### src/rtl/lime_mc_sequencer.sv
// Multi-cycle control sequencer for the Lime core: handshakes with variable-latency
// memory, detects memory timeouts, supports HALT and counts retired instructions.
module lime_mc_sequencer #(
  parameter int              OPW         = 7,
  parameter int              ALUOPW      = 4,
  parameter int              CNTW        = 16,
  parameter int              TOW         = 8,
  parameter int              MEM_TIMEOUT = 64,
  parameter logic [OPW-1:0]  OP_LW       = 7'h10,
  parameter logic [OPW-1:0]  OP_SW       = 7'h11,
  parameter logic [OPW-1:0]  OP_BEQ      = 7'h20,
  parameter logic [OPW-1:0]  OP_BLT      = 7'h21,
  parameter logic [OPW-1:0]  OP_JMP      = 7'h22,
  parameter logic [OPW-1:0]  OP_HALT     = 7'h7F,
  parameter logic [ALUOPW-1:0] ADD_OP    = 4'h0,
  parameter logic [ALUOPW-1:0] SUB_OP    = 4'h1,
  parameter int              IMM_BIT     = 6
) (
  input  logic              CLK,
  input  logic              reset,
  input  logic [OPW-1:0]    opcode,
  input  logic              mem_ready,
  output logic              pc_write,
  output logic              ior_d,
  output logic              mem_req,
  output logic              mem_we,
  output logic              ir_write,
  output logic              mem2reg,
  output logic              reg_write,
  output logic [1:0]        alu_src_a,
  output logic [1:0]        alu_src_b,
  output logic [ALUOPW-1:0] alu_op,
  output logic              pc_src,
  output logic              branch,
  output logic [1:0]        branch_type,
  output logic [3:0]        state,
  output logic              halted,
  output logic              fault,
  output logic [CNTW-1:0]   retired
);

  typedef enum logic [3:0] {
    S_FETCH    = 4'd0,
    S_DECODE   = 4'd1,
    S_EXEC     = 4'd2,
    S_WB_ALU   = 4'd3,
    S_MEM_ADDR = 4'd4,
    S_MEM_RD   = 4'd5,
    S_WB_MEM   = 4'd6,
    S_MEM_WR   = 4'd7,
    S_BRANCH   = 4'd8,
    S_JUMP     = 4'd9,
    S_HALT     = 4'd10,
    S_FAULT    = 4'd11
  } state_t;

  localparam bit            TO_EN    = (MEM_TIMEOUT != 0);
  localparam logic [TOW-1:0] TO_LIMIT = TO_EN ? TOW'(MEM_TIMEOUT - 1) : {TOW{1'b0}};

  state_t          state_r;
  state_t          next_state_s;
  logic [TOW-1:0]  wait_r;
  logic [TOW-1:0]  wait_next_s;
  logic [CNTW-1:0] retired_r;
  logic            retire_s;
  logic            mem_state_s;
  logic            timeout_s;

  assign timeout_s = TO_EN && (wait_r == TO_LIMIT);
  assign state     = state_r;
  assign retired   = retired_r;

  // Next-state, retirement and control strobes, all decoded from the current state.
  always_comb begin
    next_state_s = state_r;
    retire_s     = 1'b0;
    mem_state_s  = 1'b0;
    pc_write     = 1'b0;
    ior_d        = 1'b0;
    mem_req      = 1'b0;
    mem_we       = 1'b0;
    ir_write     = 1'b0;
    mem2reg      = 1'b0;
    reg_write    = 1'b0;
    alu_src_a    = 2'd0;
    alu_src_b    = 2'd0;
    alu_op       = ADD_OP;
    pc_src       = 1'b0;
    branch       = 1'b0;
    branch_type  = 2'd0;
    halted       = 1'b0;
    fault        = 1'b0;
    case (state_r)
      S_FETCH: begin
        mem_state_s = 1'b1;
        mem_req     = 1'b1;
        if (mem_ready) begin
          ir_write     = 1'b1;
          pc_write     = 1'b1;
          alu_src_b    = 2'd1;
          next_state_s = S_DECODE;
        end else if (timeout_s) begin
          next_state_s = S_FAULT;
        end else begin
          next_state_s = S_FETCH;
        end
      end
      S_DECODE: begin
        alu_src_b = 2'd2;
        if (opcode == OP_HALT) begin
          next_state_s = S_HALT;
          retire_s     = 1'b1;
        end else if ((opcode == OP_LW) || (opcode == OP_SW)) begin
          next_state_s = S_MEM_ADDR;
        end else if ((opcode == OP_BEQ) || (opcode == OP_BLT)) begin
          next_state_s = S_BRANCH;
        end else if (opcode == OP_JMP) begin
          next_state_s = S_JUMP;
        end else begin
          next_state_s = S_EXEC;
        end
      end
      S_EXEC: begin
        alu_src_a    = 2'd1;
        alu_src_b    = opcode[IMM_BIT] ? 2'd2 : 2'd0;
        alu_op       = opcode[ALUOPW-1:0];
        next_state_s = S_WB_ALU;
      end
      S_WB_ALU: begin
        reg_write    = 1'b1;
        retire_s     = 1'b1;
        next_state_s = S_FETCH;
      end
      S_MEM_ADDR: begin
        alu_src_a    = 2'd1;
        alu_src_b    = 2'd2;
        next_state_s = (opcode == OP_SW) ? S_MEM_WR : S_MEM_RD;
      end
      S_MEM_RD: begin
        mem_state_s = 1'b1;
        mem_req     = 1'b1;
        ior_d       = 1'b1;
        if (mem_ready) begin
          ir_write     = 1'b1;
          next_state_s = S_WB_MEM;
        end else if (timeout_s) begin
          next_state_s = S_FAULT;
        end else begin
          next_state_s = S_MEM_RD;
        end
      end
      S_WB_MEM: begin
        reg_write    = 1'b1;
        mem2reg      = 1'b1;
        retire_s     = 1'b1;
        next_state_s = S_FETCH;
      end
      S_MEM_WR: begin
        mem_state_s = 1'b1;
        mem_req     = 1'b1;
        mem_we      = 1'b1;
        ior_d       = 1'b1;
        if (mem_ready) begin
          retire_s     = 1'b1;
          next_state_s = S_FETCH;
        end else if (timeout_s) begin
          next_state_s = S_FAULT;
        end else begin
          next_state_s = S_MEM_WR;
        end
      end
      S_BRANCH: begin
        alu_src_a    = 2'd1;
        alu_op       = SUB_OP;
        branch       = 1'b1;
        pc_src       = 1'b1;
        branch_type  = (opcode == OP_BLT) ? 2'd1 : 2'd0;
        retire_s     = 1'b1;
        next_state_s = S_FETCH;
      end
      S_JUMP: begin
        pc_write     = 1'b1;
        pc_src       = 1'b1;
        retire_s     = 1'b1;
        next_state_s = S_FETCH;
      end
      S_HALT: begin
        halted       = 1'b1;
        next_state_s = S_HALT;
      end
      S_FAULT: begin
        fault        = 1'b1;
        next_state_s = S_FAULT;
      end
      default: begin
        next_state_s = S_FAULT;
      end
    endcase
  end

  // The wait counter is held at zero outside memory states, so entry always starts from 0.
  always_comb begin
    if (mem_state_s && !mem_ready) begin
      wait_next_s = wait_r + TOW'(1);
    end else begin
      wait_next_s = {TOW{1'b0}};
    end
  end

  // State, wait counter and retired-instruction counter registers.
  always_ff @(posedge CLK or posedge reset) begin
    if (reset) begin
      state_r   <= S_FETCH;
      wait_r    <= {TOW{1'b0}};
      retired_r <= {CNTW{1'b0}};
    end else begin
      state_r <= next_state_s;
      wait_r  <= wait_next_s;
      if (retire_s) begin
        retired_r <= retired_r + CNTW'(1);
      end else begin
        retired_r <= retired_r;
      end
    end
  end

endmodule
### config.mk
export PLATFORM = sky130hd
export DESIGN_NAME = lime_mc_sequencer
export DESIGN_NICKNAME = d
export VERILOG_FILES = /design/src/rtl/lime_mc_sequencer.sv
export SDC_FILE = /design/constraint.sdc
export NUM_CORES = 1
export LEC_CHECK = 0
export CAP_MARGIN = 5
export CORE_MARGIN = 3
export CORE_UTILIZATION = 33
export CTS_BUF_LIST = sky130_fd_sc_hd__clkbuf_4 sky130_fd_sc_hd__clkbuf_8 sky130_fd_sc_hd__clkbuf_16
export DETAILED_ROUTE_END_ITERATION = 8
export RECOVER_POWER = 25
export SYNTH_ARGS = -nofsm -noshare
export SYNTH_HDL_FRONTEND = slang
export SYNTH_SLANG_ARGS = --single-unit
### constraint.sdc
create_clock -name CLK -period 3.1 [get_ports CLK]
set_clock_uncertainty 0.05 [all_clocks]
set_input_delay 0.775 -clock CLK [delete_from_list [all_inputs] [get_ports CLK]]
set_output_delay 0.775 -clock CLK [all_outputs]
set_load 0.05 [all_outputs]
==> impl_metrics.csv <==
group,metric,value,unit
finish,final_nets,251,
critical_path,r2r_start,"state[0]$_DFF_PP0_",
clock_network,clk_path_buf_depth,2,
power,pwr-share-comb,0.618,
critical_path,cp-end-kind,"output port",
floorplan,placementRows,25,
placement,placed_cell_area,2420,um^2
detailed_routing,ant_nets,0,
clock_network,postCtsHoldBufs,0,
global_routing,globalRoute.totalOverflow,0,
critical_path,reg2reg_slack,0.79,ns
critical_path,cp_slowest_cell,"clkdlybuf4s50_1",
clock_network,path_clk_slew,0.09,ns
clock_network,cts.sinks,28,
power,power.density,814,nW/um^2
finish,syn2layout_area_growth,41.1,%
synthesis,yosys.area_share.adder,0.0143,
critical_path,critPathArrivalTime,2.13,ns
placement,place_hpwl,3090,um
placement,port_buffers,48,
synthesis,ys_seq_elements,28,
detailed_routing,wl_per_cell,13.2,um
critical_path,crit_buf_inv,1,
synthesis,synth_compound_area_frac,0.0672,
critical_path,crit_path_start_kind,"register",
power,cellLeakagePower,0.000986,uW
power,peakVddDrop,0.506,mV
detailed_routing,drt-initial-drc-count,64,
power,p_int,1030,uW
timing,setup_violations,0,
floorplan,die-area,6210,um^2
finish,drive_gt1_frac,0.185,
synthesis,synthMuxAreaShare,0.0129,
detailed_routing,vias,1504,
flow_run,max_cap_violations,0,
detailed_routing,firstDrtPassIters,4,
timing,fmax,339,MHz
timing,holdWs,0.433,ns
detailed_routing,viasPerCell,4.93,
clock_network,cts_made_buffers,3,
critical_path,path_max_fanout,16,
critical_path,critical_path_class,"register to output port",
worst_hold_path,min_delay_path_depth,1,
floorplan,start_util,0.356,
critical_path,cp_slowest_stage_delay,0.82,ns
critical_path,critical_path.cell_chain,"xnor2_1, nor3b_2, clkdlybuf4s50_1",
worst_hold_path,worstHoldPathType,"register to register",
synthesis,synth_area_per_cell,9.21,um^2
finish,antenna_cells,0,
critical_path,required,2.27,ns
synthesis,syn_inst,190,
power,power_switching,977,uW
synthesis,ys.flop_type,"dfrtp_1",
global_routing,grt_max_degree,29,
synthesis,synth_xor_area_frac,0.110,
synthesis,ys_types,45,
power,seqPwrFrac,0.270,
finish,nFillCells,471,
critical_path,critical_path.top_delay_family,"buffers and inverters",
global_routing,grt_pass1_vias,1478,
floorplan,io_pins,51,
placement,gp_congestion,0.820,
detailed_routing,drc,0,
synthesis,yosysSeqAreaShare,0.401,
synthesis,synth_top_family_by_area,"simple AND/OR/NAND/NOR gates",
global_routing,grt.total_usage,0.140,
power,swShare,0.486,
timing,max_slew.worst_pin.slew,1.45,ns
clock_network,cts_root_buf,"clkbuf_8",
detailed_routing,drt-total-wl,4040,um
worst_hold_path,worstHoldEndpoint,"retired[15]$_DFFE_PP0P_",
clock_network,cts_htree_levels,1,
status,status,"finished, final reports clean",
floorplan,die-height,78.8,um
critical_path,r2r-end,"retired[11]$_DFFE_PP0P_",
timing,slew_violations,0,
synthesis,async_reset_ff_frac,1.00,
finish,final_area,2470,um^2
floorplan,core_area,4910,um^2
power,p_clk_frac,0.113,
critical_path,worstRegToRegCells,6,
clock_network,cts_tree,"yes",
finish,fin_util,0.503,
global_routing,antenna_found_initial,0,
synthesis,synthSimpleGateAreaFrac,0.343,
timing,period_needed,2.95,ns
global_routing,grt_pass1_wl,7160,um
synthesis,ys.warnings.count,0,
timing,hold_viol,0,
floorplan,fp.dieW,78.8,um
timing,maxSlewHeadroom,0.0308,
timing,rsz0062_at_grt,"false",
worst_hold_path,min-delay-start,"retired[15]$_DFFE_PP0P_",
synthesis,synth_edf_count,0,
synthesis,netlist_area,1750,um^2
clock_network,worstSkewPairLatency,0.28,ns
timing,period_share,0.952,
[what timing repair did]
item,4_1_cts,5_1_grt
gates resized for setup,0,1
endpoints found under the setup margin,0,1
buffers inserted,0,0
[registers in the layout, summed over array words and instances, names as in the netlist]
signal / count
retired: 16
state: 4
wait_r: 8
[Yosys cell counts (all sizes together), types with 3 or more instances]
cell | number | area (um^2)
nand3 | 11 | 55.1
nor2 | 31 | 116
xor2 | 16 | 140
inv | 7 | 26.3
and3 | 6 | 37.5
nand2b | 4 | 25.0
nor3b | 4 | 35.0
nand4 | 4 | 25.0
o21ai | 3 | 15.0
a21oi | 4 | 20.0
nor4b | 3 | 45.0
buf | 5 | 38.8
clkbuf | 6 | 22.5
nand2 | 9 | 33.8
xnor2 | 6 | 52.6
nand3b | 3 | 22.5
nor3 | 14 | 106
dfrtp | 28 | 701
a31oi | 3 | 18.8
[cells in the final DEF (no fill, tap or decap), types with 4 or more instances in the layout]
cell and instances:
xor2_1 16, nand2b_1 4, nor3_2 6, nand4_1 4
inv_1 6, buf_4 10, clkbuf_8 4, nand3_1 11
nor3_1 6, nand2_1 9, nor2_1 31, a21oi_1 4
clkdlybuf4s50_1 32, buf_12 10, and3_1 6, xnor2_1 6
dfrtp_1 27
[power by group through the flow]
stage,clock [uW],combinational [uW],sequential (uW)
after floorplan,0,667,684
after global placement,0,1250,546
after detailed placement,0,1250,547
after CTS,232,1250,541
after global routing,253,1320,560
final,226,1240,541
[cells by family after synthesis]
logic type / after synthesis
AND/OR/NAND/NOR: 99
AO/OA/AOI/OAI: 18
multiplexers: 2
adder cells (fa/ha/maj): 2
other: 1
XOR/XNOR: 22
buffers and inverters: 18
flip-flops: 28
[cell type report]
class	instances	area, um^2	area share
Timing Repair Buffer	54	609	0.247
Clock buffer	4	55.1	0.0223
Sequential cell	28	702	0.284
Multi-Input combinational cell	145	992	0.402
Tap cell	67	83.8	0.0340
Inverter	7	26.3	0.0106
[metal layers]
| metal | wire length (um) | track usage | up-vias | share of wire |
|---|---|---|---|---|
| met5 | 0 | 0 | - | 0 |
| met2 | 1890 | 0.227 | 33 | 0.47 |
| li1 | - | - | 748 | - |
| met4 | 14 | 0.0157 | 0 | 0.0035 |
| met3 | 183 | 0.0261 | 3 | 0.045 |
| met1 | 1950 | 0.202 | 720 | 0.48 |
[how the worst max path moves through the flow]
stage,startpoint,end,slack [ns],cells past startpoint
2_1_floorplan,state[0]$_DFF_PP0_,ir_write,-0.11,4
3_3_place_gp,opcode[6],branch_type[0],0.27,5
3_5_place_dp,opcode[6],branch_type[0],0.22,5
4_1_cts,state[2]$_DFF_PP0_,mem_we,0.13,3
5_1_grt,state[0]$_DFF_PP0_,reg_write,0.01,3
6_report,state[0]$_DFF_PP0_,reg_write,0.15,3
[through the flow]
stage          power (uW)  setup TNS, ns  std cells  setup WS (ns)
2_1_floorplan        1350         -0.154        191         -0.107
3_3_place_gp         1790              0        301          0.267
3_5_place_dp         1800              0        301          0.218
4_1_cts              2030              0        305          0.127
5_1_grt              2140              0        305        0.00996
6_report             2010              0        305          0.149
Power figures use the tool's default switching activity.
